### config.mk
export PLATFORM = sky130hd
export DESIGN_NAME = req_encoder4_2
export DESIGN_NICKNAME = d
export VERILOG_FILES = /design/src/rtl/req_encoder4_2.sv
export SDC_FILE = /design/constraint.sdc
export NUM_CORES = 1
export LEC_CHECK = 0
export ABC_CLOCK_PERIOD_IN_PS = 1700
export CORE_AREA = 3 3 40 42
export DETAILED_ROUTE_END_ITERATION = 6
export DIE_AREA = 0 0 43 45
export GPL_TIMING_DRIVEN = 0
export HOLD_SLACK_MARGIN = 0.03
export PLACE_DENSITY_LB_ADDON = 0.2
export RECOVER_POWER = 50
export SYNTH_ARGS = -nofsm -noshare
export SYNTH_HDL_FRONTEND = slang
export SYNTH_SLANG_ARGS = --single-unit
### constraint.sdc
create_clock -name i_clk -period 1.7 [get_ports i_clk]
set_input_delay 0.255 -clock i_clk [delete_from_list [all_inputs] [get_ports i_clk]]
set_output_delay 0.255 -clock i_clk [all_outputs]
set_load 0.03 [all_outputs]
### src/rtl/req_encoder4_2.sv
// req_encoder4_2: sticky 4-input request encoder with a registered ready/valid index offer.
// Define REQ_ENCODER_ROUND_ROBIN_EN for round-robin selection; otherwise highest index wins.
module req_encoder4_2 (
    input  logic       i_clk,
    input  logic       i_rst_n,
    input  logic       i_enable,
    input  logic [3:0] i_req,
    input  logic       i_ready,
    output logic [1:0] o_idx,
    output logic       o_valid,
    output logic [3:0] o_pending
);
    typedef enum logic {IDLE, OFFER} state_t;
    state_t     r_state, w_state_nxt;
    logic [3:0] r_pending, w_gnt, w_sel;
    logic [1:0] r_idx, w_idx_nxt, w_pick;
    logic       w_grant, w_reload;

    assign w_grant  = (r_state == OFFER) && i_ready;
    assign w_gnt    = w_grant ? 4'b0001 << r_idx : 4'b0000;
    assign w_sel    = (r_pending & ~w_gnt) | (i_enable ? i_req : 4'b0000);
    assign w_reload = (r_state == IDLE) || i_ready;

`ifdef REQ_ENCODER_ROUND_ROBIN_EN
    logic [1:0] r_ptr, w_base;
    logic [7:0] w_dbl;
    logic [3:0] w_rot;
    // The pointer moves to the granted index this same edge, so search from it directly.
    assign w_base = w_grant ? r_idx : r_ptr;
    always_comb begin
        w_dbl  = {w_sel, w_sel} >> ({1'b0, w_base} + 3'd1);
        w_rot  = w_dbl[3:0];
        w_pick = w_rot[0] ? w_base + 2'd1 :
                 w_rot[1] ? w_base + 2'd2 :
                 w_rot[2] ? w_base + 2'd3 : w_base;
    end
    always_ff @(posedge i_clk or negedge i_rst_n) begin
        if (!i_rst_n)
            r_ptr <= 2'b11;
        else if (w_grant)
            r_ptr <= r_idx;
    end
`else
    assign w_pick = w_sel[3] ? 2'd3 : w_sel[2] ? 2'd2 : w_sel[1] ? 2'd1 : 2'd0;
`endif

    // Under backpressure the current offer is frozen; only pending keeps accumulating.
    always_comb begin
        w_state_nxt = r_state;
        w_idx_nxt   = r_idx;
        if (w_reload) begin
            w_state_nxt = |w_sel ? OFFER : IDLE;
            w_idx_nxt   = |w_sel ? w_pick : r_idx;
        end
    end

    always_ff @(posedge i_clk or negedge i_rst_n) begin
        if (!i_rst_n) begin
            r_state   <= IDLE;
            r_pending <= 4'b0000;
            r_idx     <= 2'b00;
        end else begin
            r_state   <= w_state_nxt;
            r_pending <= w_sel;
            r_idx     <= w_idx_nxt;
        end
    end

    assign o_idx     = r_idx;
    assign o_valid   = r_state == OFFER;
    assign o_pending = r_pending;
endmodule

==> results.sh <==
export IMPL_cp_top_family="buffers and inverters"
export IMPL_ys_types=14
export IMPL_grt_pass1_wl_um=1380
export IMPL_rsz0062_at_grt="false"
export IMPL_timing_critical_path_buf_inv=1
export IMPL_peakVddDrop_mv=0.4567
export IMPL_globalRoute_totalOverflow=0
export IMPL_synth_area_leader_cell="dfrtp_1"
export IMPL_critPathLaunchType="register"
export IMPL_antennaDiodeCount=0
export IMPL_root_buffer="clkbuf_4"
export IMPL_portBuffers=14
export IMPL_first_global_vias=294
export IMPL_io_pins=15
export IMPL_area_growth_pct=58.96
export IMPL_first_pass_iters=4
export IMPL_crit_start="o_idx[1]"
export IMPL_clkLatencyLatePin_ns=0.25
export IMPL_power_density_nw_per_um2=1217
export IMPL_cts_setup_buffers=0
export IMPL_status="completed"
export IMPL_clk_pin_slew_ns=0.05
export IMPL_row_count=13
export IMPL_htreeDepth=1
export IMPL_hpwl_um=623.6
export IMPL_antenna_found_initial=0
export IMPL_dieArea_um2=1935
export IMPL_nNetsFinal=52
export IMPL_required_ns=1.44
export IMPL_max_freq_ghz=0.6115
export IMPL_period_share_pct=96.19
export IMPL_yosysWarnings=0
export IMPL_hold_ws_ns=0.3389
export IMPL_cts_resized=0
export IMPL_maxCapViolCount=0
export IMPL_postRouteAntennaNets=0
export IMPL_end_kind="output pin"
export IMPL_drive_gt1_share_pct=11.63
export IMPL_syn_nets=33
export IMPL_netlist_area_leader_share_pct=55.78
export IMPL_coreArea_um2=1285
export IMPL_worstReg2RegStart="o_idx[0]"
export IMPL_fin_skew_ns=0.001611
export IMPL_die_w_um=43
export IMPL_period_needed_ns=1.635
export IMPL_grt_usage_pct=10.07
export IMPL_crit_slowest_cell="clkdlybuf4s50_1"
export IMPL_wl_per_cell_um=14.40
export IMPL_cp_slowest_stage_delay_ns=0.70
export IMPL_hold_class="input pin to asynchronous set/reset pin"
export IMPL_rr_endpoint="o_idx[1]"
export IMPL_tightest_slew_ns=0.3338
export IMPL_wirelength_um=835
export IMPL_leakage_nw=0.1981
export IMPL_final_hold_viol_count=0
export IMPL_slew_viol_final=0
export IMPL_gp_congestion=0.7714
export IMPL_initial_core_util_pct=24.44
export IMPL_setup_violations=0
export IMPL_grt_max_degree=8
export IMPL_clockBufferDepth=2
export IMPL_cp_max_fo=6
export IMPL_drtIter0Drc=4
export IMPL_cts_hold_buffers=0
export IMPL_numCtsBuffers=3
export IMPL_r2r_setup_slack_ns=0.32
export IMPL_final_common_cell="clkdlybuf4s50_1"
export IMPL_viasPerCell=5.000
export IMPL_dieHeight_um=45
export IMPL_ys_ff_latch=7
export IMPL_fin_tns_setup_ns=0
export IMPL_placed_cell_area_um2=473.0
export IMPL_clkSinkCount=7
export IMPL_slew_headroom_pct=77.67
export IMPL_total_power_mw=0.6077
export IMPL_reg2reg_depth=4
export IMPL_worstSetupPathType="register to output pin"
export IMPL_syn_cell_area_um2=314.1
export IMPL_cp_cell_sequence="clkdlybuf4s50_1"
export IMPL_synth_area_leaders="dfrtp_1, a22o_1, nand4b_1, o21ai_1, nor4_2"
export IMPL_cts_tree="yes"
export IMPL_post_route_drc_count=0
export IMPL_syn_area_per_cell_um2=12.56
export IMPL_ys_seq_area_share_pct=55.78
export IMPL_vias=290
export IMPL_syn_inst=25
export IMPL_final_cell_mix="clkdlybuf4s50_1, dfrtp_1, a22o_1, o21ai_1, clkbuf_4"
export IMPL_design_area_um2=499.2
export IMPL_crit_arrival_ns=1.38
[registers in the layout (all words and copies together), names as in the netlist]
signal and count:
o_idx 2, o_valid 1, o_pending 4
[cells in the mapped netlist (all sizes together)]
library cell	count
nand4b	2
a22o	4
nand2	1
inv	1
dfrtp	7
a22oi	1
a21bo	1
o21ai	3
nor4	1
or2b	1
nand4	1
nand4bb	1
o21bai	1
[metrics by stage]
step / worst slack, ns / cells / util (%)
after floorplan: 0.2705 / 25 / -
after global placement: 0.03669 / 54 / 36.81
after detailed placement: 0.01387 / 54 / 36.81
after CTS: 0.06229 / 58 / 38.85
after global routing: 0.003432 / 58 / 38.85
final: 0.06477 / 58 / 38.85
[cells by family after synthesis]
group | after synthesis | share of synthesized area [%]
AO/OA/AOI/OAI | 10 | 24.30
buffers and inverters | 1 | 1.194
flip-flops | 7 | 55.78
AND/OR/NAND/NOR | 7 | 18.73
[power breakdown]
| part | switching, mW | internal [mW] |
|---|---|---|
| sequential | 0.0271 | 0.198 |
| combinational | 0.127 | 0.105 |
| clock | 0.0609 | 0.0896 |
| total | 0.215 | 0.393 |
[worst max-delay path by stage]
| stage | endpoint | slack, ns | cells after the start |
|---|---|---|---|
| 3_3_place_gp | o_valid | 0.04 | 5 |
| 2_1_floorplan | o_valid | 0.27 | 4 |
| 6_report | o_idx[1] | 0.06 | 1 |
| 4_1_cts | o_idx[1] | 0.06 | 1 |
| 3_5_place_dp | o_idx[0] | 0.01 | 5 |
| 5_1_grt | o_valid | 0.003 | 1 |
[area by class of cell]
cell class | count | area [um^2]
clock buffer | 4 | 26.28
inverter | 1 | 3.754
multi-input combinational | 17 | 135.1
sequential | 7 | 175.2
fill | 125 | 785.8
timing repair buffer | 14 | 140.1
tap | 15 | 18.77
[per-layer routing]
| metal | track usage [%] | routed length, um | up-vias |
|---|---|---|---|
| met4 | 9.036 | 14 | 0 |
| met2 | 13.47 | 338 | 14 |
| met5 | 0 | 0 | - |
| met1 | 12.32 | 390 | 139 |
| met3 | 3.984 | 91 | 2 |
| li1 | - | - | 135 |
Power figures use the tool's default switching activity.
